===== src/rtl/ff_weight_sequencer_pkg.sv =====
// Shared definitions for the feed-forward weight sequencer and the weight-update block:
// layer encoding, sequencer state type, and per-layer word count / base address helpers.
package ff_weight_sequencer_pkg;

  localparam logic [1:0] LAYER_IN  = 2'd0;
  localparam logic [1:0] LAYER_H1  = 2'd1;
  localparam logic [1:0] LAYER_H2  = 2'd2;
  localparam logic [1:0] LAYER_OUT = 2'd3;

  typedef enum logic [1:0] {
    ST_IDLE  = 2'd0,
    ST_FETCH = 2'd1,
    ST_DRAIN = 2'd2
  } seq_state_t;

  // Each node carries one weight per input plus one bias weight.
  function automatic int layer_count(input logic [1:0] layer, input int n_in, input int n_h1,
                                     input int n_h2, input int n_out);
    case (layer)
      LAYER_H1:  return (n_in + 1) * n_h1;
      LAYER_H2:  return (n_h1 + 1) * n_h2;
      LAYER_OUT: return (n_h2 + 1) * n_out;
      default:   return 0;
    endcase
  endfunction

  function automatic int layer_base(input logic [1:0] layer, input int n_in, input int n_h1,
                                    input int n_h2, input int n_out);
    case (layer)
      LAYER_H2:  return layer_count(LAYER_H1, n_in, n_h1, n_h2, n_out);
      LAYER_OUT: return layer_count(LAYER_H1, n_in, n_h1, n_h2, n_out)
                      + layer_count(LAYER_H2, n_in, n_h1, n_h2, n_out);
      default:   return 0;
    endcase
  endfunction

  function automatic int total_count(input int n_in, input int n_h1, input int n_h2,
                                     input int n_out);
    return layer_count(LAYER_H1, n_in, n_h1, n_h2, n_out)
         + layer_count(LAYER_H2, n_in, n_h1, n_h2, n_out)
         + layer_count(LAYER_OUT, n_in, n_h1, n_h2, n_out);
  endfunction

endpackage


===== src/rtl/ff_weight_sequencer_if.sv =====
// Weight RAM read port: the sequencer drives the strobe and address, the RAM returns data one cycle later.
interface ff_weight_sequencer_if #(
  parameter int DATA_WIDTH = 32,
  parameter int ADDR_WIDTH = 8
);
  logic                  o_mem_rd_en;
  logic [ADDR_WIDTH-1:0] o_mem_addr;
  logic [DATA_WIDTH-1:0] i_mem_data;

  modport master (output o_mem_rd_en, output o_mem_addr, input i_mem_data);
  modport slave  (input o_mem_rd_en, input o_mem_addr, output i_mem_data);
endinterface


===== src/rtl/ff_rd_pipe.sv =====
// Two-stage read-return pipeline: RAM latency stage plus output register, with a count of
// reads still in flight so the sequencer knows when a burst has fully drained.
module ff_rd_pipe #(
  parameter int DATA_WIDTH = 32
) (
  input  logic                  clk,
  input  logic                  rst_n,
  input  logic                  rd_en,
  input  logic [DATA_WIDTH-1:0] mem_data,
  output logic [DATA_WIDTH-1:0] weight,
  output logic                  weight_valid,
  output logic                  idle
);

  logic       data_valid;
  logic [1:0] in_flight;

  always_ff @(posedge clk or negedge rst_n) begin
    if (!rst_n) begin
      data_valid   <= 1'b0;
      weight_valid <= 1'b0;
      weight       <= '0;
      in_flight    <= 2'd0;
    end else begin
      data_valid   <= rd_en;
      weight_valid <= data_valid;
      if (data_valid) weight <= mem_data;
      // A read stays counted until its word moves into the output register.
      in_flight <= in_flight + {1'b0, rd_en} - {1'b0, data_valid};
    end
  end

  assign idle = (in_flight == 2'd0);

endmodule


===== src/rtl/ff_weight_sequencer.sv =====
// Streams one layer's weights (node-major, bias last per node) from the weight RAM on each request.
//   state    | meaning
//   ST_IDLE  | waiting for a legal layer request
//   ST_FETCH | issuing RAM reads, one per cycle unless held
//   ST_DRAIN | all reads issued, waiting for the last word to leave the pipeline
module ff_weight_sequencer
  import ff_weight_sequencer_pkg::*;
#(
  parameter int DATA_WIDTH  = 32,
  parameter int ADDR_WIDTH  = 8,
  parameter int N_IN        = 2,
  parameter int N_H1        = 5,
  parameter int N_H2        = 5,
  parameter int N_OUT       = 3,
  parameter int TARGET_BASE = 64
) (
  input  logic                  clk,
  input  logic                  rst_n,
  input  logic                  i_start,
  input  logic                  i_net_sel,
  input  logic                  i_layer_req,
  input  logic [1:0]            i_layer,
  input  logic                  i_hold,
  ff_weight_sequencer_if.master mem,
  output logic [DATA_WIDTH-1:0] o_weight,
  output logic                  o_weight_valid,
  output logic                  o_busy,
  output logic                  o_layer_done,
  output logic                  o_pass_done,
  output logic                  o_error
);

  localparam int TOTAL = total_count(N_IN, N_H1, N_H2, N_OUT);

  localparam logic [ADDR_WIDTH-1:0] C1 = ADDR_WIDTH'(layer_count(LAYER_H1, N_IN, N_H1, N_H2, N_OUT));
  localparam logic [ADDR_WIDTH-1:0] C2 = ADDR_WIDTH'(layer_count(LAYER_H2, N_IN, N_H1, N_H2, N_OUT));
  localparam logic [ADDR_WIDTH-1:0] C3 = ADDR_WIDTH'(layer_count(LAYER_OUT, N_IN, N_H1, N_H2, N_OUT));
  localparam logic [ADDR_WIDTH-1:0] B1 = ADDR_WIDTH'(layer_base(LAYER_H1, N_IN, N_H1, N_H2, N_OUT));
  localparam logic [ADDR_WIDTH-1:0] B2 = ADDR_WIDTH'(layer_base(LAYER_H2, N_IN, N_H1, N_H2, N_OUT));
  localparam logic [ADDR_WIDTH-1:0] B3 = ADDR_WIDTH'(layer_base(LAYER_OUT, N_IN, N_H1, N_H2, N_OUT));
  localparam logic [ADDR_WIDTH-1:0] TB = ADDR_WIDTH'(TARGET_BASE);

  // The banks must not overlap and the target bank must fit the address space; no runtime wrap exists.
  if (TARGET_BASE < TOTAL || TARGET_BASE + TOTAL > (1 << ADDR_WIDTH)) begin : g_param_check
    $error("ff_weight_sequencer: TARGET_BASE/ADDR_WIDTH cannot hold both weight banks");
  end

  seq_state_t            state;
  logic [1:0]            layer_q;
  logic [ADDR_WIDTH-1:0] base_q;
  logic [ADDR_WIDTH-1:0] count_q;
  logic [ADDR_WIDTH-1:0] rd_cnt;
  logic [ADDR_WIDTH-1:0] bank_off;
  logic                  fetching;
  logic                  pipe_idle;
  logic                  err_req;
  logic                  pass_set;

  assign fetching        = (state == ST_FETCH);
  assign mem.o_mem_rd_en = fetching && !i_hold;
  assign mem.o_mem_addr  = fetching ? base_q + rd_cnt : '0;
  assign o_busy          = (state != ST_IDLE);
  assign bank_off        = i_net_sel ? TB : '0;
  assign err_req         = i_layer_req && ((state != ST_IDLE) || (i_layer == LAYER_IN));
  assign pass_set        = (state == ST_DRAIN) && pipe_idle && (layer_q == LAYER_OUT);

  always_ff @(posedge clk or negedge rst_n) begin
    if (!rst_n) begin
      state        <= ST_IDLE;
      layer_q      <= LAYER_IN;
      base_q       <= '0;
      count_q      <= '0;
      rd_cnt       <= '0;
      o_layer_done <= 1'b0;
      o_pass_done  <= 1'b0;
      o_error      <= 1'b0;
    end else begin
      o_layer_done <= 1'b0;
      case (state)
        ST_IDLE: begin
          if (i_layer_req && (i_layer != LAYER_IN)) begin
            layer_q <= i_layer;
            rd_cnt  <= '0;
            state   <= ST_FETCH;
            case (i_layer)
              LAYER_H1: begin base_q <= B1 + bank_off; count_q <= C1; end
              LAYER_H2: begin base_q <= B2 + bank_off; count_q <= C2; end
              default:  begin base_q <= B3 + bank_off; count_q <= C3; end
            endcase
          end
        end
        ST_FETCH: begin
          if (!i_hold) begin
            rd_cnt <= rd_cnt + 1'b1;
            if (rd_cnt == count_q - 1'b1) state <= ST_DRAIN;
          end
        end
        ST_DRAIN: begin
          if (pipe_idle) begin
            o_layer_done <= 1'b1;
            state        <= ST_IDLE;
          end
        end
        default: state <= ST_IDLE;
      endcase

      // A new pass clears the sticky flags even if a completion lands in the same cycle.
      if (i_start) begin
        o_error     <= 1'b0;
        o_pass_done <= 1'b0;
      end else begin
        if (err_req)  o_error     <= 1'b1;
        if (pass_set) o_pass_done <= 1'b1;
      end
    end
  end

  ff_rd_pipe #(
    .DATA_WIDTH(DATA_WIDTH)
  ) u_rd_pipe (
    .clk         (clk),
    .rst_n       (rst_n),
    .rd_en       (mem.o_mem_rd_en),
    .mem_data    (mem.i_mem_data),
    .weight      (o_weight),
    .weight_valid(o_weight_valid),
    .idle        (pipe_idle)
  );

endmodule


===== src/flat_wrapper.sv =====
// flat-port wrapper written by rule: the top's interface ports become plain ports
module ff_weight_sequencer_flat import ff_weight_sequencer_pkg::*;
#(
  parameter int DATA_WIDTH  = 32,
  parameter int ADDR_WIDTH  = 8,
  parameter int N_IN        = 2,
  parameter int N_H1        = 5,
  parameter int N_H2        = 5,
  parameter int N_OUT       = 3,
  parameter int TARGET_BASE = 64
)
  (clk, rst_n, i_start, i_net_sel, i_layer_req, i_layer, i_hold, o_weight, o_weight_valid, o_busy, o_layer_done, o_pass_done, o_error, mem_o_mem_rd_en, mem_o_mem_addr, mem_i_mem_data);
  ff_weight_sequencer_if #(.DATA_WIDTH(DATA_WIDTH), .ADDR_WIDTH(ADDR_WIDTH)) mem_i ();
  input  logic clk;
  input  logic rst_n;
  input  logic i_start;
  input  logic i_net_sel;
  input  logic i_layer_req;
  input  logic [1:0] i_layer;
  input  logic i_hold;
  output logic [DATA_WIDTH-1:0] o_weight;
  output logic o_weight_valid;
  output logic o_busy;
  output logic o_layer_done;
  output logic o_pass_done;
  output logic o_error;
  output wire logic [$bits(mem_i.o_mem_rd_en)-1:0] mem_o_mem_rd_en;
  output wire logic [$bits(mem_i.o_mem_addr)-1:0] mem_o_mem_addr;
  input wire logic [$bits(mem_i.i_mem_data)-1:0] mem_i_mem_data;
  assign mem_o_mem_rd_en = mem_i.o_mem_rd_en;
  assign mem_o_mem_addr = mem_i.o_mem_addr;
  assign mem_i.i_mem_data = mem_i_mem_data;
  ff_weight_sequencer #(.DATA_WIDTH(DATA_WIDTH), .ADDR_WIDTH(ADDR_WIDTH), .N_IN(N_IN), .N_H1(N_H1), .N_H2(N_H2), .N_OUT(N_OUT), .TARGET_BASE(TARGET_BASE)) u_core (.clk(clk), .rst_n(rst_n), .i_start(i_start), .i_net_sel(i_net_sel), .i_layer_req(i_layer_req), .i_layer(i_layer), .i_hold(i_hold), .mem(mem_i), .o_weight(o_weight), .o_weight_valid(o_weight_valid), .o_busy(o_busy), .o_layer_done(o_layer_done), .o_pass_done(o_pass_done), .o_error(o_error));
endmodule

===== config.mk =====
export PLATFORM = sky130hd
export DESIGN_NAME = ff_weight_sequencer_flat
export DESIGN_NICKNAME = d
export VERILOG_FILES = /design/src/rtl/ff_weight_sequencer_pkg.sv /design/src/rtl/ff_weight_sequencer_if.sv /design/src/rtl/ff_rd_pipe.sv /design/src/rtl/ff_weight_sequencer.sv /design/src/flat_wrapper.sv
export SDC_FILE = /design/constraint.sdc
export NUM_CORES = 1
export LEC_CHECK = 0
export BUFFER_PORTS_ARGS = -buffer_cell sky130_fd_sc_hd__clkbuf_2
export CAP_MARGIN = 20
export CORE_MARGIN = 3
export CORE_UTILIZATION = 45
export CTS_BUF_LIST = sky130_fd_sc_hd__clkbuf_4
export CTS_CLUSTER_DIAMETER = 40
export DETAILED_ROUTE_END_ITERATION = 12
export GPL_TIMING_DRIVEN = 0
export PLACE_DENSITY = 0.79
export SYNTH_ARGS = -nofsm -noshare
export SYNTH_HDL_FRONTEND = slang
export SYNTH_HIERARCHICAL = 1
export SYNTH_SLANG_ARGS = --single-unit

===== constraint.sdc =====
create_clock -name clk -period 2.2 [get_ports clk]
set_input_delay 0.44 -clock clk [delete_from_list [all_inputs] [get_ports clk]]
set_output_delay 0.44 -clock clk [all_outputs]
set_load 0.01 [all_outputs]

# Word-level counts from Yosys, hierarchy flattened
# Cells that the tools add are included.
[op_classes]
n_addsub = 7
n_eq_ne = 10
n_mux = 18
n_reduce_logical = 18
[op_table]
columns = ["cell", "count"]
rows = [
  ["$pmux W8 S2", 2],
  ["$mux W8", 3],
  ["$pmux W5 S2", 1],
  ["$reduce_bool A2 Y1", 5],
  ["$add A4 B8 Y8 const A", 1],
  ["$add A6 B8 Y8 const A", 1],
  ["$add A8 B1 Y8 const B", 1],
  ["$add A8 B8 Y8", 1],
  ["$eq A8 B8 Y1", 1],
  ["$mux W2", 4],
  ["$sub A8 B1 Y8 const B", 1],
  ["$mux W7", 1],
  ["$eq A2 B2 Y1 const B", 3],
  ["$logic_not A2 Y1", 3],
  ["$mux W1", 6],
  ["$pmux W2 S3", 1],
  ["$logic_and A1 B1 Y1", 5],
  ["$eq A2 B1 Y1 const B", 2],
  ["$ne A2 B1 Y1 const B", 2],
  ["$ne A2 B2 Y1 const B", 2],
  ["$reduce_and A4 Y1", 1],
  ["$reduce_and A3 Y1", 1],
  ["$add A2 B1 Y2", 1],
  ["$reduce_and A2 Y1", 1],
  ["other kinds (3)", 3],
]
[word_totals]
regBits = 67
wordCells = 65

# Logic depth before layout (Yosys ltp)
[logic_depth]
word_depth = 5
depth_mapped = 8
depth_no_buf = 8

# Modules after synthesis
# Netlist, hierarchy kept.
[by_module_without_submodules]
columns = ["mod", "n_inst", "cells_per_inst", "area_each_um2"]
rows = [
  ["ff_rd_pipe", 1, 78, 1505.2],
  ["ff_weight_sequencer", 1, 155, 1436.4],
]

# Least setup slack after synthesis
# OpenSTA, ideal clock, no wires.
[synth_path]
path_kind = "register to output"
from = "reg u_core/count_q[4] (netlist name)"
to = "out mem_o_mem_addr[6]"
arrival_time_ns = 1.834
slack_ns = -0.074
path_stages_with_launch = 8
cell_sequence = "dfrtp_1 ha_1 fa_1 a21o_1 a21o_1 a31oi_1 xor2_1 nor2_1"
[synth_rtl]
columns = ["item", "line_no", "rtl"]
rows = [
  ["to (decl)", "flat_wrapper.sv:28", "output wire logic [$bits(mem_i.o_mem_addr)-1:0] mem_o_mem_addr;"],
]

==> impl_metrics.ini <==
[status]
status = finished, violations left
violations = negative setup slack

[grt]
grt_pass1_wl_um = 10500
grtUsageMet3_pct = 3.78
grt_pass1_vias = 2228
grt_busiest_layer = met2
antenna_found_initial = 0
met2_usage_pct = 29.6
grt_max_degree = 59
grt_util_all_layers_pct = 18.2
overflow = 0
use_met1_pct = 22.6

[cts]
cts_num_sinks = 58
cts_buffer_depth = 2
numCtsBuffers = 9
h-tree-depth = 3
clk-insertion-delay-late_ns = 0.39
tritoncts = built
root_buffer = clkbuf_4
path_clk_slew_ns = 0.11

[synthesis]
synth_cells = 233
yosysSeqAreaShare_pct = 49.3
synthDistinctLibCells = 43
syn_area_per_cell_um2 = 12.6
ys_seq_elements = 58
ys_warn_count = 6
synth_nets = 289
netlist_area_um2 = 2940

[power]
vdd_drop_max_v = 0.000626
power_density_nw_per_um2 = 1350
power_leakage_nw = 1.96
fin_total_pwr_mw = 5.20

[final_layout]
final_util_pct = 63.0
synthToLayoutAreaGrowth_pct = 31.2
fin_nets = 399
regArea_um2 = 1460
fill_cells = 481
multi_input_area_um2 = 1510
drive_above_1_share_pct = 51.7
finalNonFillerCells = 423
num_antenna_cells = 0

[floorplan]
die_x_um = 86.9
design.portCount = 86
dieArea_um2 = 7540
rows = 28
start_util_pct = 48.0
die_y_um = 86.9
coreArea_um2 = 6130

[detailed_routing]
antenna_left = 0
vias_per_cell = 5.09
route.detailed.drc = 0
wl_per_cell_um = 15.1
drtIter0Drc = 53
vias = 2151
drt_first_pass_iters = 4
routed_wl_um = 6370

[worst_setup_path]
crit_path_frequent_cell = a21o_1
crit_required_ns = 1.76
arrival_ns = 2.25
crit_path_end_kind = primary output
critPathMaxStageDelay_ns = 0.46
path_max_fanout = 2
critPathLaunchType = flip-flop
path_cells = ha_4 > fa_2 > a21o_1 > a21o_1 > buf_4 > xnor2_2 > nor2_1 > buf_2
path_class = reg2out
cp_num_buf_inv = 2
cpMaxStageDelayCell = dfrtp_2
critPathTopFamily = adder cells

[placement]
place_inst = 393
dp_hpwl_um = 4350
io_buffers = 85
gp_congestion = 0.850
place_ws_ns = -0.225

[sta]
hold_violations = 0
fin_skew_ns = 0.0151
fmax_mhz = 372
slew_violations = 0
slew_headroom_pct = 47.6
rsz0062_at_grt = true
worst_slew_pin_slew_ns = 0.786
setup_violations = 7
setup_ws_ns = -0.487
period_share_pct = 122
layout_min_cycle_time_ns = 2.69

[worst_hold_path]
hold_path_class = in2async

[run]
maxCapViolCount = 0
[repair_timing]
item,in CTS,in global routing
pin swaps,13,8
hold buffers,0,0
gates resized for setup,17,14
endpoints found under the setup margin,10,11
setup buffers,13,3
[registers in the layout, summed over array words and instances, names as in the netlist]
signal	cells
u_core/u_rd_pipe/weight_valid	1
u_core/u_rd_pipe/data_valid	1
u_core/layer_q	2
u_core/o_pass_done	1
u_core/count_q	4
u_core/base_q	3
u_core/u_rd_pipe/in_flight	2
u_core/o_layer_done	1
u_core/rd_cnt	8
u_core/o_error	1
u_core/state	2
u_core/u_rd_pipe/weight	32
[final cells by class]
type,count,area share [%]
Tap cell,75,2.43
Sequential cell,58,37.8
Clock buffer,10,1.94
Buffer,8,2.27
Clock inverter,6,1.46
Timing Repair Buffer,101,14.4
Multi-Input combinational cell,158,39.1
Inverter,7,0.681
[where the power goes]
group          total, mW  leakage (nW)  switching [mW]  internal, mW
combinational       2.62          1.18            1.17          1.45
sequential          1.82         0.696           0.327          1.49
clock              0.756        0.0756           0.403         0.353
[path summary, 6_finish.rpt]
check | endpoint | depth (start not counted) | slack (ns) | start
setup / recovery | mem_o_mem_addr[4] | 8 | -0.49 | u_core/count_q[4]$_DFFE_PN0P_
max in group asynchronous | u_core/rd_cnt[1]$_DFFE_PN0P_ | 1 | 1.49 | rst_n
hold reg to reg | u_core/u_rd_pipe/weight_valid$_DFF_PN0_ | 0 | 0.41 | u_core/u_rd_pipe/data_valid$_DFF_PN0_
setup reg to reg | u_core/state[0]$_DFFE_PN0P_ | 8 | 0.13 | u_core/count_q[4]$_DFFE_PN0P_
min in group clk | u_core/o_error$_DFFE_PN0P_ | 2 | 0.21 | i_start
hold / removal | u_core/u_rd_pipe/weight[22]$_DFFE_PN0P_ | 1 | 0.13 | rst_n
[cell usage after synthesis]
cell,number,share of area (%)
nor4b_2,1,0.51
nor3_1,2,0.34
nor3b_2,1,0.43
o21ai_1,1,0.17
buf_2,1,0.17
a21o_1,4,1.0
a221oi_1,1,0.30
nor2b_1,2,0.43
ha_1,15,6.4
nand3_1,3,0.51
and3b_1,1,0.30
xor2_1,9,2.7
a211o_1,1,0.30
and4b_1,1,0.34
nand4_1,3,0.64
o21ai_0,9,1.5
nor4bb_1,1,0.34
or2_2,1,0.21
o22ai_1,1,0.21
or4b_1,1,0.34
clkbuf_1,5,0.64
and3_1,2,0.43
xor3_1,1,0.81
or4_1,1,0.26
fa_1,1,0.68
buf_6,1,0.38
nand2b_1,3,0.64
nor2_1,18,2.3
buf_12,3,2.0
mux2_4,30,15
o311ai_0,1,0.30
and2_1,2,0.43
or3_1,1,0.21
inv_1,7,0.89
nand2_1,20,2.6
dfrtp_1,58,49
nor4_2,1,0.43
xnor2_1,7,2.1
mux2_2,3,1.1
a31oi_1,2,0.43
nor4_1,3,0.64
o2111a_2,1,0.43
a21oi_1,3,0.51
[per-stage QoR]
step                      hold WS (ns)  TNS, ns  cell area (um2)
after floorplan                  0.144        0             2950
after global placement           0.417   -0.408             3470
after detailed placement         0.411   -0.535             3470
after CTS                        0.164    -2.39             3780
after global routing             0.187    -3.30             3860
final                            0.127    -2.48             3860
[cells in the final DEF (no fill, tap or decap), types with 2 or more instances in the layout]
cell | Yosys | final
clkbuf_2 | 0 | 79
dfrtp_1 | 58 | 53
mux2_4 | 30 | 30
nand2_1 | 20 | 20
nor2_1 | 18 | 18
buf_4 | 0 | 14
clkbuf_4 | 0 | 11
xor2_1 | 9 | 9
o21ai_0 | 9 | 8
ha_1 | 15 | 8
inv_1 | 7 | 7
buf_2 | 1 | 6
ha_4 | 0 | 6
xnor2_1 | 7 | 5
dfrtp_2 | 0 | 5
a21o_1 | 4 | 4
clkbuf_1 | 5 | 3
nand4_1 | 3 | 3
mux2_2 | 3 | 3
buf_6 | 1 | 3
buf_12 | 3 | 3
clkinv_1 | 0 | 2
clkinv_2 | 0 | 2
xnor2_2 | 0 | 2
nor2b_1 | 2 | 2
and2_1 | 2 | 2
nand2b_1 | 3 | 2
a21oi_1 | 3 | 2
nor4_1 | 3 | 2
nor4_2 | 1 | 2
and3_1 | 2 | 2
nor3_1 | 2 | 2
nand3_1 | 3 | 2
[worst register-to-register path: stages, from the launching register on]
cell     delay, ns
dfrtp_2       0.46
buf_4         0.15
buf_6         0.12
buf_4         0.15
nor4_2        0.16
and3_1        0.19
o21ai_1       0.07
or4_4         0.50
a21o_1        0.17
[layer usage]
layer  vias to the layer above  routed length [um]
met5                         -                   0
li1                       1035                   -
met4                         0                 151
met2                        64                3110
met1                      1040                2810
met3                        12                 302
[logic make-up (layout without fill, tap and decap cells)]
kind of cell | Yosys count | in the layout | synth area share, %
compound gates | 24 | 24 | 5.19
simple gates | 68 | 68 | 12.2
flops | 58 | 58 | 49.3
fa+ha+maj | 16 | 16 | 7.06
xor+xnor | 17 | 17 | 5.57
buf+inv | 17 | 132 | 4.13
mux | 33 | 33 | 16.5
(Power assumes the default switching activity.)
